[config.mk]
export PLATFORM = sky130hd
export DESIGN_NAME = ext_interrupt_generator
export DESIGN_NICKNAME = d
export VERILOG_FILES = /design/src/rtl/ext_interrupt_generator.sv
export SDC_FILE = /design/constraint.sdc
export NUM_CORES = 1
export LEC_CHECK = 0
export CAP_MARGIN = 40
export CORE_MARGIN = 4
export CORE_UTILIZATION = 60
export DETAILED_ROUTE_END_ITERATION = 8
export DONT_BUFFER_PORTS = 1
export GPL_TIMING_DRIVEN = 1
export PLACE_DENSITY_LB_ADDON = 0.12
export SETUP_SLACK_MARGIN = 0.1
export SLEW_MARGIN = 0
export SYNTH_ARGS = -nofsm -noshare
export SYNTH_HDL_FRONTEND = slang
export SYNTH_SLANG_ARGS = --single-unit
[constraint.sdc]
create_clock -name i_clk_20mhz -period 3.15 [get_ports i_clk_20mhz]
set_input_delay 0.1575 -clock i_clk_20mhz [delete_from_list [all_inputs] [get_ports i_clk_20mhz]]
set_output_delay 0.1575 -clock i_clk_20mhz [all_outputs]
set_load 0.01 [all_outputs]
[src/rtl/ext_interrupt_generator.sv]
// ext_interrupt_generator
// Shapes single-cycle event strobes into an external interrupt line. Each
// pulse is held active for PULSE_CYCLES clocks and followed by at least
// GAP_CYCLES inactive clocks. Events arriving while a pulse or gap is in
// progress are queued in a saturating pending counter.
// Optional build macro EXT_INT_GENERATOR_LEVEL_ACK_EN: the pulse is also held
// until an acknowledge has been seen on i_ack (level-interrupt emulation).
module ext_interrupt_generator #(
  parameter int unsigned PULSE_CYCLES = 40,
  parameter int unsigned GAP_CYCLES   = 40,
  parameter int unsigned PEND_BITS    = 4,
  parameter bit          ACTIVE_HIGH  = 1'b1
) (
  input  logic                 i_clk_20mhz,
  input  logic                 i_rstn_20mhz,
  input  logic                 i_event,
  input  logic                 i_ack,
  input  logic                 i_clr_overflow,
  output logic                 eo_interrupt,
  output logic                 o_busy,
  output logic [PEND_BITS-1:0] o_pending,
  output logic                 o_overflow
);

  typedef enum logic [1:0] {
    ST_IDLE   = 2'd0,
    ST_ASSERT = 2'd1,
    ST_GAP    = 2'd2
  } state_t;

  localparam logic [7:0]           PULSE_LAST = 8'(PULSE_CYCLES - 32'd1);
  localparam logic [7:0]           GAP_LAST   = 8'(GAP_CYCLES - 32'd1);
  localparam logic [7:0]           TIMER_MAX  = 8'hFF;
  localparam logic [7:0]           TIMER_ZERO = 8'h00;
  localparam logic [7:0]           TIMER_ONE  = 8'h01;
  localparam logic [PEND_BITS-1:0] PEND_MAX   = {PEND_BITS{1'b1}};
  localparam logic [PEND_BITS-1:0] PEND_ZERO  = {PEND_BITS{1'b0}};
  localparam logic [PEND_BITS-1:0] PEND_ONE   = PEND_BITS'(1'b1);
  localparam logic                 LINE_ON    = ACTIVE_HIGH;
  localparam logic                 LINE_OFF   = ~ACTIVE_HIGH;

  state_t                 state_r;
  state_t                 next_state_s;
  logic [7:0]             timer_r;
  logic [PEND_BITS-1:0]   pend_r;
  logic [PEND_BITS-1:0]   pend_next_s;
  logic                   ovf_r;
  logic                   ovf_next_s;
  logic                   ovf_set_s;
  logic                   enter_assert_s;
  logic                   pulse_done_s;
  logic                   line_r;
  logic                   busy_r;

`ifdef EXT_INT_GENERATOR_LEVEL_ACK_EN
  logic ack_seen_r;

  // The pulse may end once its minimum width is met and an ack was seen,
  // counting an ack that arrives in the exit clock itself.
  assign pulse_done_s = (timer_r >= PULSE_LAST) && (ack_seen_r || i_ack);

  // Remembers any ack during the current pulse; cleared on each new pulse.
  always_ff @(posedge i_clk_20mhz or negedge i_rstn_20mhz) begin
    if (!i_rstn_20mhz) begin
      ack_seen_r <= 1'b0;
    end else if (enter_assert_s) begin
      ack_seen_r <= 1'b0;
    end else if ((state_r == ST_ASSERT) && i_ack) begin
      ack_seen_r <= 1'b1;
    end else begin
      ack_seen_r <= ack_seen_r;
    end
  end
`else
  logic unused_ack_s;

  // Purely timed pulse; the acknowledge input is not connected to any logic.
  assign pulse_done_s = (timer_r == PULSE_LAST);
  assign unused_ack_s = i_ack;
`endif

  // Next-state decode for the pulse/gap sequencer.
  always_comb begin
    next_state_s   = state_r;
    enter_assert_s = 1'b0;
    case (state_r)
      ST_IDLE: begin
        if (pend_r != PEND_ZERO) begin
          next_state_s = ST_ASSERT;
        end else begin
          next_state_s = ST_IDLE;
        end
      end
      ST_ASSERT: begin
        if (pulse_done_s) begin
          next_state_s = ST_GAP;
        end else begin
          next_state_s = ST_ASSERT;
        end
      end
      ST_GAP: begin
        if (timer_r == GAP_LAST) begin
          if (pend_r != PEND_ZERO) begin
            next_state_s = ST_ASSERT;
          end else begin
            next_state_s = ST_IDLE;
          end
        end else begin
          next_state_s = ST_GAP;
        end
      end
      default: begin
        next_state_s = ST_IDLE;
      end
    endcase
    if ((next_state_s == ST_ASSERT) && (state_r != ST_ASSERT)) begin
      enter_assert_s = 1'b1;
    end else begin
      enter_assert_s = 1'b0;
    end
  end

  // Pending queue: one event in per strobe, one out per pulse start; a full
  // queue drops the event and raises the sticky overflow flag.
  always_comb begin
    pend_next_s = pend_r;
    ovf_set_s   = 1'b0;
    if (i_event && !enter_assert_s) begin
      if (pend_r == PEND_MAX) begin
        pend_next_s = pend_r;
        ovf_set_s   = 1'b1;
      end else begin
        pend_next_s = pend_r + PEND_ONE;
      end
    end else if (!i_event && enter_assert_s) begin
      pend_next_s = pend_r - PEND_ONE;
    end else begin
      pend_next_s = pend_r;
    end
    // A new overflow in the same clock as a clear keeps the flag set.
    if (ovf_set_s) begin
      ovf_next_s = 1'b1;
    end else if (i_clr_overflow) begin
      ovf_next_s = 1'b0;
    end else begin
      ovf_next_s = ovf_r;
    end
  end

  // State register and phase timer; the timer restarts on every state change.
  always_ff @(posedge i_clk_20mhz or negedge i_rstn_20mhz) begin
    if (!i_rstn_20mhz) begin
      state_r <= ST_IDLE;
      timer_r <= TIMER_ZERO;
    end else begin
      state_r <= next_state_s;
      if (next_state_s != state_r) begin
        timer_r <= TIMER_ZERO;
      end else if (timer_r != TIMER_MAX) begin
        timer_r <= timer_r + TIMER_ONE;
      end else begin
        timer_r <= timer_r;
      end
    end
  end

  // Pending count and sticky overflow flag.
  always_ff @(posedge i_clk_20mhz or negedge i_rstn_20mhz) begin
    if (!i_rstn_20mhz) begin
      pend_r <= PEND_ZERO;
      ovf_r  <= 1'b0;
    end else begin
      pend_r <= pend_next_s;
      ovf_r  <= ovf_next_s;
    end
  end

  // Line and busy are registered from the next state so they move together
  // with the state register; reset forces the inactive level at once.
  always_ff @(posedge i_clk_20mhz or negedge i_rstn_20mhz) begin
    if (!i_rstn_20mhz) begin
      line_r <= LINE_OFF;
      busy_r <= 1'b0;
    end else begin
      line_r <= (next_state_s == ST_ASSERT) ? LINE_ON : LINE_OFF;
      busy_r <= (next_state_s != ST_IDLE);
    end
  end

  assign eo_interrupt = line_r;
  assign o_busy       = busy_r;
  assign o_pending    = pend_r;
  assign o_overflow   = ovf_r;

endmodule

== Word-level counts from Yosys, hierarchy flattened ==
Index checks and enable logic that the tools add are counted.
Widths: inputs -> output; s select.
Word-level totals
  register bits: 17
  logic and storage cells: 45
  output and inout port bits: 7
Cells by class
  eq/ne operators: 9
  $add $sub $neg: 3
  mux-type cells: 15
  reduce and logical (&&, ||, !) cells: 12
Operator list (count)
  $mux 8: 2
  $mux 4: 3
  $add 8x1->8 const B: 1
  $eq 8x6->1 const B: 1
  $ne 8x8->1 const B: 1
  $reduce_bool 2->1: 4
  $mux 1: 7
  $pmux 2 s3: 1
  $add 4x1->4 const B: 1
  $eq 2x1->1 const B: 2
  $eq 4x4->1 const B: 1
  $mux 2: 2
  $reduce_bool 4->1: 1
  $sub 4x1->4 const B: 1
  $logic_and 1x1->1: 3
  $eq 2x2->1 const B: 1
  $logic_not 1->1: 2
  $logic_not 2->1: 1
  $ne 2x1->1 const B: 1
  $ne 2x2->1: 1
  $ne 2x2->1 const B: 1
  $reduce_and 2->1: 1

== Longest topological paths before layout ==
Gate-level depths: netlist (run 1).
  depth in word-level cells: 11
  depth in mapped cells: 12
  gate-level depth less buffers: 11

== Worst setup path after synthesis (run 1) ==
OpenSTA, ideal clock, no wires.
  path type: register to register
  start point: register pend_r[0], in the netlist o_pending[0]
  end point: register pend_r[3], in the netlist o_pending[3]
  path slack: 360 ps
  library setup time: 126 ps
  period minus slack after synthesis: 2790 ps
  stages on the path, launching flop included: 12
  arrival: 2664 ps
  path buffers: 1
  path through: dfrtp_1 or4_2 nor2_1 or3b_1 buf_6 nand2_1 ha_1 a21o_1 a21oi_1 and2b_2 mux2i_1 xnor2_1
Between the ends
  cells in the longest elaborated chain, start to end: 11
  elaborated cells between the ends (all ways): 19
  those cells by class: 2 x add/sub; 3 x eq/ne; 7 x mux; 7 x reduce/logical
RTL lines
  start: declaration: line 45  | logic [PEND_BITS-1:0] pend_r;
  start signal: assignment: line 173  | pend_r <= pend_next_s;
  $reduce_bool 4->1: line 88, 103
  $mux 1: line 88, 103
  $mux 2: line 102  | if (timer_r == GAP_LAST) begin
  $pmux 2 s3: line 86  | case (state_r)
  $eq 2x1->1: line 116  | if ((next_state_s == ST_ASSERT) && (state_r != ST_ASSERT)) begin
  $logic_and 1x1->1: line 116
  $mux 1: line 116
  $logic_not 1->1: line 128  | if (i_event && !enter_assert_s) begin
  $logic_and 1x1->1: line 128
  $ne 2x2->1 (no source line) / $reduce_bool 2->1 (equally long branches)
  $reduce_and 2->1 (no source line)
Parallel ways exist; a longest one is shown, timed or not. The select of a mux whose other input is x is not followed.
A chain may end at the register's enable or synchronous reset.

== Worst setup path after layout (run 1) ==
  start point: register timer_r[3]
  end point: register pend_r[3], in the netlist o_pending[3]
Between the ends
  cells in the longest elaborated chain, start to end: 10
  elaborated cells between the ends (all ways): 14
  those cells by class: 3 x eq/ne; 5 x mux; 6 x reduce/logical
RTL lines
  start: declaration: line 44  | logic [7:0] timer_r;
  start signal: assignment: line 160  | timer_r <= timer_r + TIMER_ONE;
  start signal: assignment: line 162  | timer_r <= timer_r;
  $eq 8x6->1 *: line 78, 102
  $mux 2 (on tied branches): line 102, 95
  $pmux 2 s3 *: line 86
  $eq 2x1->1 *: line 116
  $logic_and 1x1->1 *: line 116
  $mux 1 *: line 116
  $logic_not 1->1: line 128
  $logic_and 1x1->1: line 128
  $ne 2x2->1 (no source line) / $reduce_bool 2->1 (equally long branches)
  $reduce_and 2->1 (no source line)
Mark *: on every way between the ends. The rest lies on a longest branch, timed or not.

==> flow_summary.yaml, run 1 <==
worst_setup_path:
  crit_slowest_cell: "or4_4"
  cp_data_required_time_ps: 3330
  path_class: "flip-flop to flip-flop"
  crit_path_end_kind: "flip-flop"
  cp_cell_sequence: "or4_4, o21ai_4, or3b_1, nand2_1, ha_1, a21o_1, a21oi_1, and2b_2, mux2i_1, xnor2_1"
  critical-path-max-stage-delay_ps: 570
  startpoint_type_of_the_worst_setup_path: "flip-flop"
  crit_path_max_fanout: 4
  cp_data_arrival_time_ps: 3020
clock_network:
  tritoncts_sink_count: 17
  worstSkewPairLatency_ps: 290
  number_of_buffers_created_by_cts: 3
  path_clk_slew_ps: 110
  max-clock-path-buffers: 2
  ctsHtreeMaxLevel: 1
  cts_root_buffer: "clkbuf_4"
  tritoncts: "built"
route:
  drt_pass1_iterations: 4
  via_per_inst: 6.009
  routed_via_count: 703
  route.detailed.drc: 0
  detail_route.wirelength_mm: 1.707
  wire_per_inst_um: 14.59
  post_route_ant_nets: 0
  drtIter0Drc: 8
global_routing:
  gr-usage-all-layers: 0.1817
  grt_first_pass_wirelength_mm: 2.891
  pin_count_of_the_biggest_net_entering_global_routing: 18
  grt_overflow_total: 0
  antenna_found_initial: 0
  grt_pass1_vias: 672
timing:
  finalMaxSlewViolations: 0
  final_min_period_over_clock_period: 0.9010
  setup-tns-final_ps: 0
  fin_worst_skew_ps: 4.138
  max_slew_margin: 0.5063
  worst_slew_pin_slew_ps: 738.1
  fmax_mhz: 352.4
  setup_viol_count_final: 0
  final.setup.worst_slack_ps: 312.0
  setup_repair_after_global_routing_missed_its_margin: "false"
  hold_viol_final: 0
  timing.final.crit_period_ps: 2838
final_layout:
  antenna-diode-count: 0
  fin_nets: 111
  fin_area_um2: 1036
  area_growth_pct: 7.953
  fillCellCount: 124
  count_of_non_filler_cells_in_the_finished_layout: 117
  drive_gt1_frac: 0.1287
synthesis:
  ys_top_cells_by_count: "17 x dfrtp_1, 15 x nor2_1, 10 x nand2_1"
  synthCells: 94
  syn-cell-area_um2: 959.7
  post_synth_xor_area_fraction: 0.06389
  synth_flop_cell: "dfrtp_1"
  synth-simple-area-share: 0.2282
  yosysWarnings: 0
  distinct_cell_type_count_after_synthesis: 36
  synth_fp_nets: 103
  synth_top_area_frac: 0.4433
  synth_edf_count: 0
  synth_top_family_by_area: "simple AND/OR/NAND/NOR gates"
  synth_seq_cells: 17
  fraction_of_synthesis_flops_using_an_asynchronous_set_or_reset_pin: 1.000
  synthTopCellsByArea: "dfrtp_1 44%, mux2i_1 7.3%, nor2_1 5.9%"
  yosysMostFrequentCell: "dfrtp_1"
  synth.area.mux_share: 0.07301
  syn-mean-instance-area_um2: 10.21
  synth.yosys.seq_area_share: 0.4433
  compound_gate_portion_of_the_synthesized_area: 0.1004
  synth_adder_area_share: 0.05997
  synth.largest_area_cell: "dfrtp_1"
pwr:
  worst_ir_drop_vdd_v: 0.0005051
  leakage_nw: 0.4677
  power.density_nw_per_um2: 871.4
floorplanning:
  die_width_um: 48.00
  die_height_um: 48.00
  floorplan.rows: 14
  start_util: 0.6370
  num_io_pins: 12
  die_area_um2: 2304
  core_region_area_um2: 1506
placement:
  placedInstanceArea_um2: 975.9
  gp_routability_congestion: 0.7965
  detailedPlacementHpwl_mm: 1.249
  numPlacedInstances: 110
  dp_slack_ps: 323.4
  io_buffer_count: 0
worst_hold_path:
  min_path_type: "input pin to flip-flop"
run:
  reported_max_cap_violation_count: 0
run_status:
  run_status: "finished, final reports clean"
## per-stage QoR
stage / total power, mW / hold slack, ps / util
2_1_floorplan: 0.6937 / -138.1 / -
3_5_place_dp: 0.7842 / -137.7 / 0.6478
3_3_place_gp: 0.7627 / -137.7 / 0.6478
4_1_cts: 0.9132 / 10.38 / 0.6877
5_1_grt: 0.9921 / 16.65 / 0.6877
6_report: 0.9027 / 12.02 / 0.6877
## cell type report
type / count / area [um^2] / share of cell area
clock buffers: 3 / 22.52 / 0.02174
clock inverters: 1 / 7.507 / 0.007246
inverters: 1 / 3.754 / 0.003623
multi-input cells: 73 / 504.2 / 0.4867
flip-flops and latches: 17 / 425.4 / 0.4106
well taps: 16 / 20.02 / 0.01932
repair buffers: 6 / 52.55 / 0.05072
## report_power, final
part           internal [mW]  switching [mW]  total (mW)
clock network         0.0482          0.0715       0.120
registers              0.298          0.0963       0.395
logic                  0.196           0.193       0.388
## flip-flops by register name (all words and copies together), names as in the netlist
signal,cells
timer_r,8
o_pending,4
state_r,2
eo_interrupt,1
o_busy,1
o_overflow,1
## critical path, delay by kind of cell, from the launching register on
family	cells	cell delay (ps)
DFF	1	440
AOI/OAI and AO/OA	3	530
muxes	1	70
xor gates and xnor gates	1	120
and+or+nand+nor	4	1310
adders and majority gates	1	250
## worst paths after layout
| kind | start | end | slack [ps] | depth (start not counted) |
|---|---|---|---|---|
| min reg2reg | state_r[0] | state_r[1] | 560 | 1 |
| min in group asynchronous | i_rstn_20mhz | state_r[1] | 360 | 1 |
| min | i_event | o_pending[0] | 10 | 1 |
| max reg2reg | timer_r[3] | o_pending[3] | 310 | 10 |
| max in group asynchronous | i_rstn_20mhz | o_pending[2] | 2330 | 1 |
| max | timer_r[3] | o_pending[3] | 310 | 10 |
## repair_timing
item / 4_1_cts / 5_1_grt
endpoints found under the hold margin: 20 / 0
setup buffers: 0 / 0
hold buffers: 3 / 0
setup endpoints to repair: 0 / 0
gates resized for setup: 0 / 0
## metal layers
layer / track usage / share of wire
met1: 0.2415 / 0.44
met2: 0.2929 / 0.51
met3: 0.03383 / 0.041
met4: 0.06452 / 0.0059
met5: 0 / 0
## cells in the final DEF, fill, tap and decap left out, drive strengths merged, types with 2 or more instances in the layout
master	count
dfrtp	17
nor2	15
nand2	10
mux2i	7
xnor2	4
nor2b	3
xor2	3
ha	3
clkbuf	3
dlygate4sd3	3
buf	3
nand3	2
o22ai	2
nand4	2
or4	2
o21ai	2
or3	2
and3	2
## cell families after synthesis
kind of cell             count (synthesis)
adder cells (fa/ha/maj)                  4
multiplexers                             7
flip-flops                              17
XOR/XNOR                                 7
AND/OR/NAND/NOR                         43
AO/OA/AOI/OAI                           12
buffers and inverters                    4
Power figures use the tool's default switching activity.
==> run 2, diff against run 1 <==
--- a/config.mk
+++ b/config.mk
@@ -11,7 +11,7 @@
 export DETAILED_ROUTE_END_ITERATION = 8
 export DONT_BUFFER_PORTS = 1
 export GPL_TIMING_DRIVEN = 1
-export PLACE_DENSITY_LB_ADDON = 0.12
+export PLACE_DENSITY = 0.76
 export SETUP_SLACK_MARGIN = 0.1
 export SLEW_MARGIN = 0
 export SYNTH_ARGS = -nofsm -noshare
==> run 2 against run 1 <==
  * Count of clock-buffer cells in the layout is 1 higher
  * First-iteration DRC count is 13% lower
  * Clock skew up 4.3 ps
  * Fmax up 0.72%
  * Utilization decreased by 0.75 points
  * Via count fell by 4.3%
  * Die area did not move
  * Global-route usage is 1.7 points lower
  * Critical endpoint unchanged
  * Largest cell class unchanged
==> flow_summary.yaml, run 2 (synthesized netlist as in run 1, its figures left out) <==
global_routing:
  gr-usage-all-layers: 0.1642
  use_met2: 0.2533
  globalRouteMet1Util: 0.2106
  gr_busiest_metal: "met2"
  pin_count_of_the_biggest_net_entering_global_routing: 18
  grt_first_pass_wirelength_mm: 2.580
  met3_usage: 0.05639
  grt_overflow_total: 0
  antenna_found_initial: 0
  grt_pass1_vias: 631
floorplanning:
  die_height_um: 48.00
  die_width_um: 48.00
  start_util: 0.6370
  core_region_area_um2: 1506
  floorplan.rows: 14
  num_io_pins: 12
  die_area_um2: 2304
worst_hold_path:
  timing.hold.worst.start: "i_event"
  whs_path_depth: 1
  end_of_the_worst_hold_path: "o_pending[0]"
  min_path_type: "input pin to flip-flop"
route:
  post_route_ant_nets: 0
  drtIter0Drc: 7
  route.detailed.drc: 0
  via_per_inst: 5.802
  routed_via_count: 673
  drt_pass1_iterations: 4
  wire_per_inst_um: 13.62
  detail_route.wirelength_mm: 1.580
worst_setup_path:
  startpoint_type_of_the_worst_setup_path: "flip-flop"
  crit_path_max_fanout: 6
  timing.reg2reg.setup_slack_ps: 330
  path_class: "flip-flop to flip-flop"
  r2r_cells: 10
  cp_data_arrival_time_ps: 2990
  worst_r2r_startpoint: "o_pending[2]"
  rr_endpoint: "o_pending[3]"
  crit_path_end_kind: "flip-flop"
  cp_data_required_time_ps: 3320
timing:
  hold_viol_final: 0
  setup_repair_after_global_routing_missed_its_margin: "false"
  fin_worst_skew_ps: 8.410
  timing.final.crit_period_ps: 2818
  setup_viol_count_final: 0
  final_min_period_over_clock_period: 0.8946
  max_slew_margin: 0.5073
  fmax_mhz: 354.9
  setup-tns-final_ps: 0
  worst_slew_pin_slew_ps: 736.6
  finalMaxSlewViolations: 0
pwr:
  power.density_nw_per_um2: 862.0
  worst_ir_drop_vdd_v: 0.0005036
  leakage_nw: 0.4638
placement:
  gp_routability_congestion: 0.8140
  placedInstanceArea_um2: 968.4
  numPlacedInstances: 109
  detailedPlacementHpwl_mm: 1.162
  io_buffer_count: 0
final_layout:
  antenna-diode-count: 0
  largest-register: "timer_r"
  final_cell_mix: "17 x dfrtp_1, 15 x nor2_1, 10 x nand2_1, 7 x mux2i_1, 4 x xnor2_1"
  number_of_flip_flops_in_the_largest_register: 8
  fin_area_um2: 1025
  area_growth_pct: 6.779
  count_of_non_filler_cells_in_the_finished_layout: 116
  final_common_cell: "dfrtp_1"
  drive_gt1_frac: 0.1100
  fin_nets: 110
run:
  reported_max_cap_violation_count: 0
clock_network:
  tritoncts: "built"
  cts_root_buffer: "clkbuf_4"
  path_clk_slew_ps: 90
  number_of_buffers_created_by_cts: 3
  ctsHtreeMaxLevel: 1
  cts.repair.resized: 0
  max-clock-path-buffers: 2
  tritoncts_sink_count: 17
  worstSkewPairLatency_ps: 290
run_status:
  run_status: "finished, final reports clean"
-- run 2: area by class of cell --
class                      count  area [um^2]
clock buffer                   4        26.28
fill                         129        481.7
inverter                       1        3.754
multi-input combinational     73        504.2
sequential                    17        425.4
tap                           16        20.02
timing repair buffer           5        45.04
-- run 2: power by group --
group	internal [mW]	switching [mW]
Clock	0.0492	0.0637
Combinational	0.190	0.178
Sequential	0.298	0.105
Total	0.537	0.346
-- run 2: worst max-delay path by stage --
stage                     cells after the start  slack (ps)           end         start
after floorplan                              11         360  o_pending[3]  o_pending[0]
after global placement                       10         400  o_pending[3]  o_pending[2]
after detailed placement                     10         350  o_pending[3]  o_pending[2]
after CTS                                    10         310  o_pending[3]  o_pending[2]
after global routing                         10         140  o_pending[3]  o_pending[2]
final                                        10         330  o_pending[3]  o_pending[2]
-- run 2: what timing repair did --
item                                    in CTS  in global routing
endpoints found under the setup margin       0                  0
setup buffers                                0                  0
hold buffers                                 3                  0
hold endpoints to repair                    20                  0
-- run 2: critical path, stage by stage (launching register included) --
cell and delay (ps):
dfrtp_1 480, or4_2 690, nor2_1 220, or3b_1 180
nand2_1 140, ha_1 300, a21o_1 170, a21oi_1 160
and2b_2 160, mux2i_1 70, xnor2_1 130
-- run 2: metrics by stage --
stage / util / hold slack [ps] / power (mW) / setup WS (ps)
after floorplan: - / -138.1 / 0.6937 / 359.7
after global placement: 0.6429 / -137.7 / 0.7498 / 403.7
after detailed placement: 0.6429 / -137.7 / 0.7735 / 351.2
after CTS: 0.6802 / 7.607 / 0.8973 / 314.8
after global routing: 0.6802 / 6.164 / 0.9699 / 140.7
final: 0.6802 / 12.34 / 0.8833 / 332.1
-- run 2: per-layer routing --
metal	vias to the layer above	share of wire
met5	-	0
met4	0	0.013
met3	4	0.053
met2	12	0.49
met1	312	0.44
li1	345	-
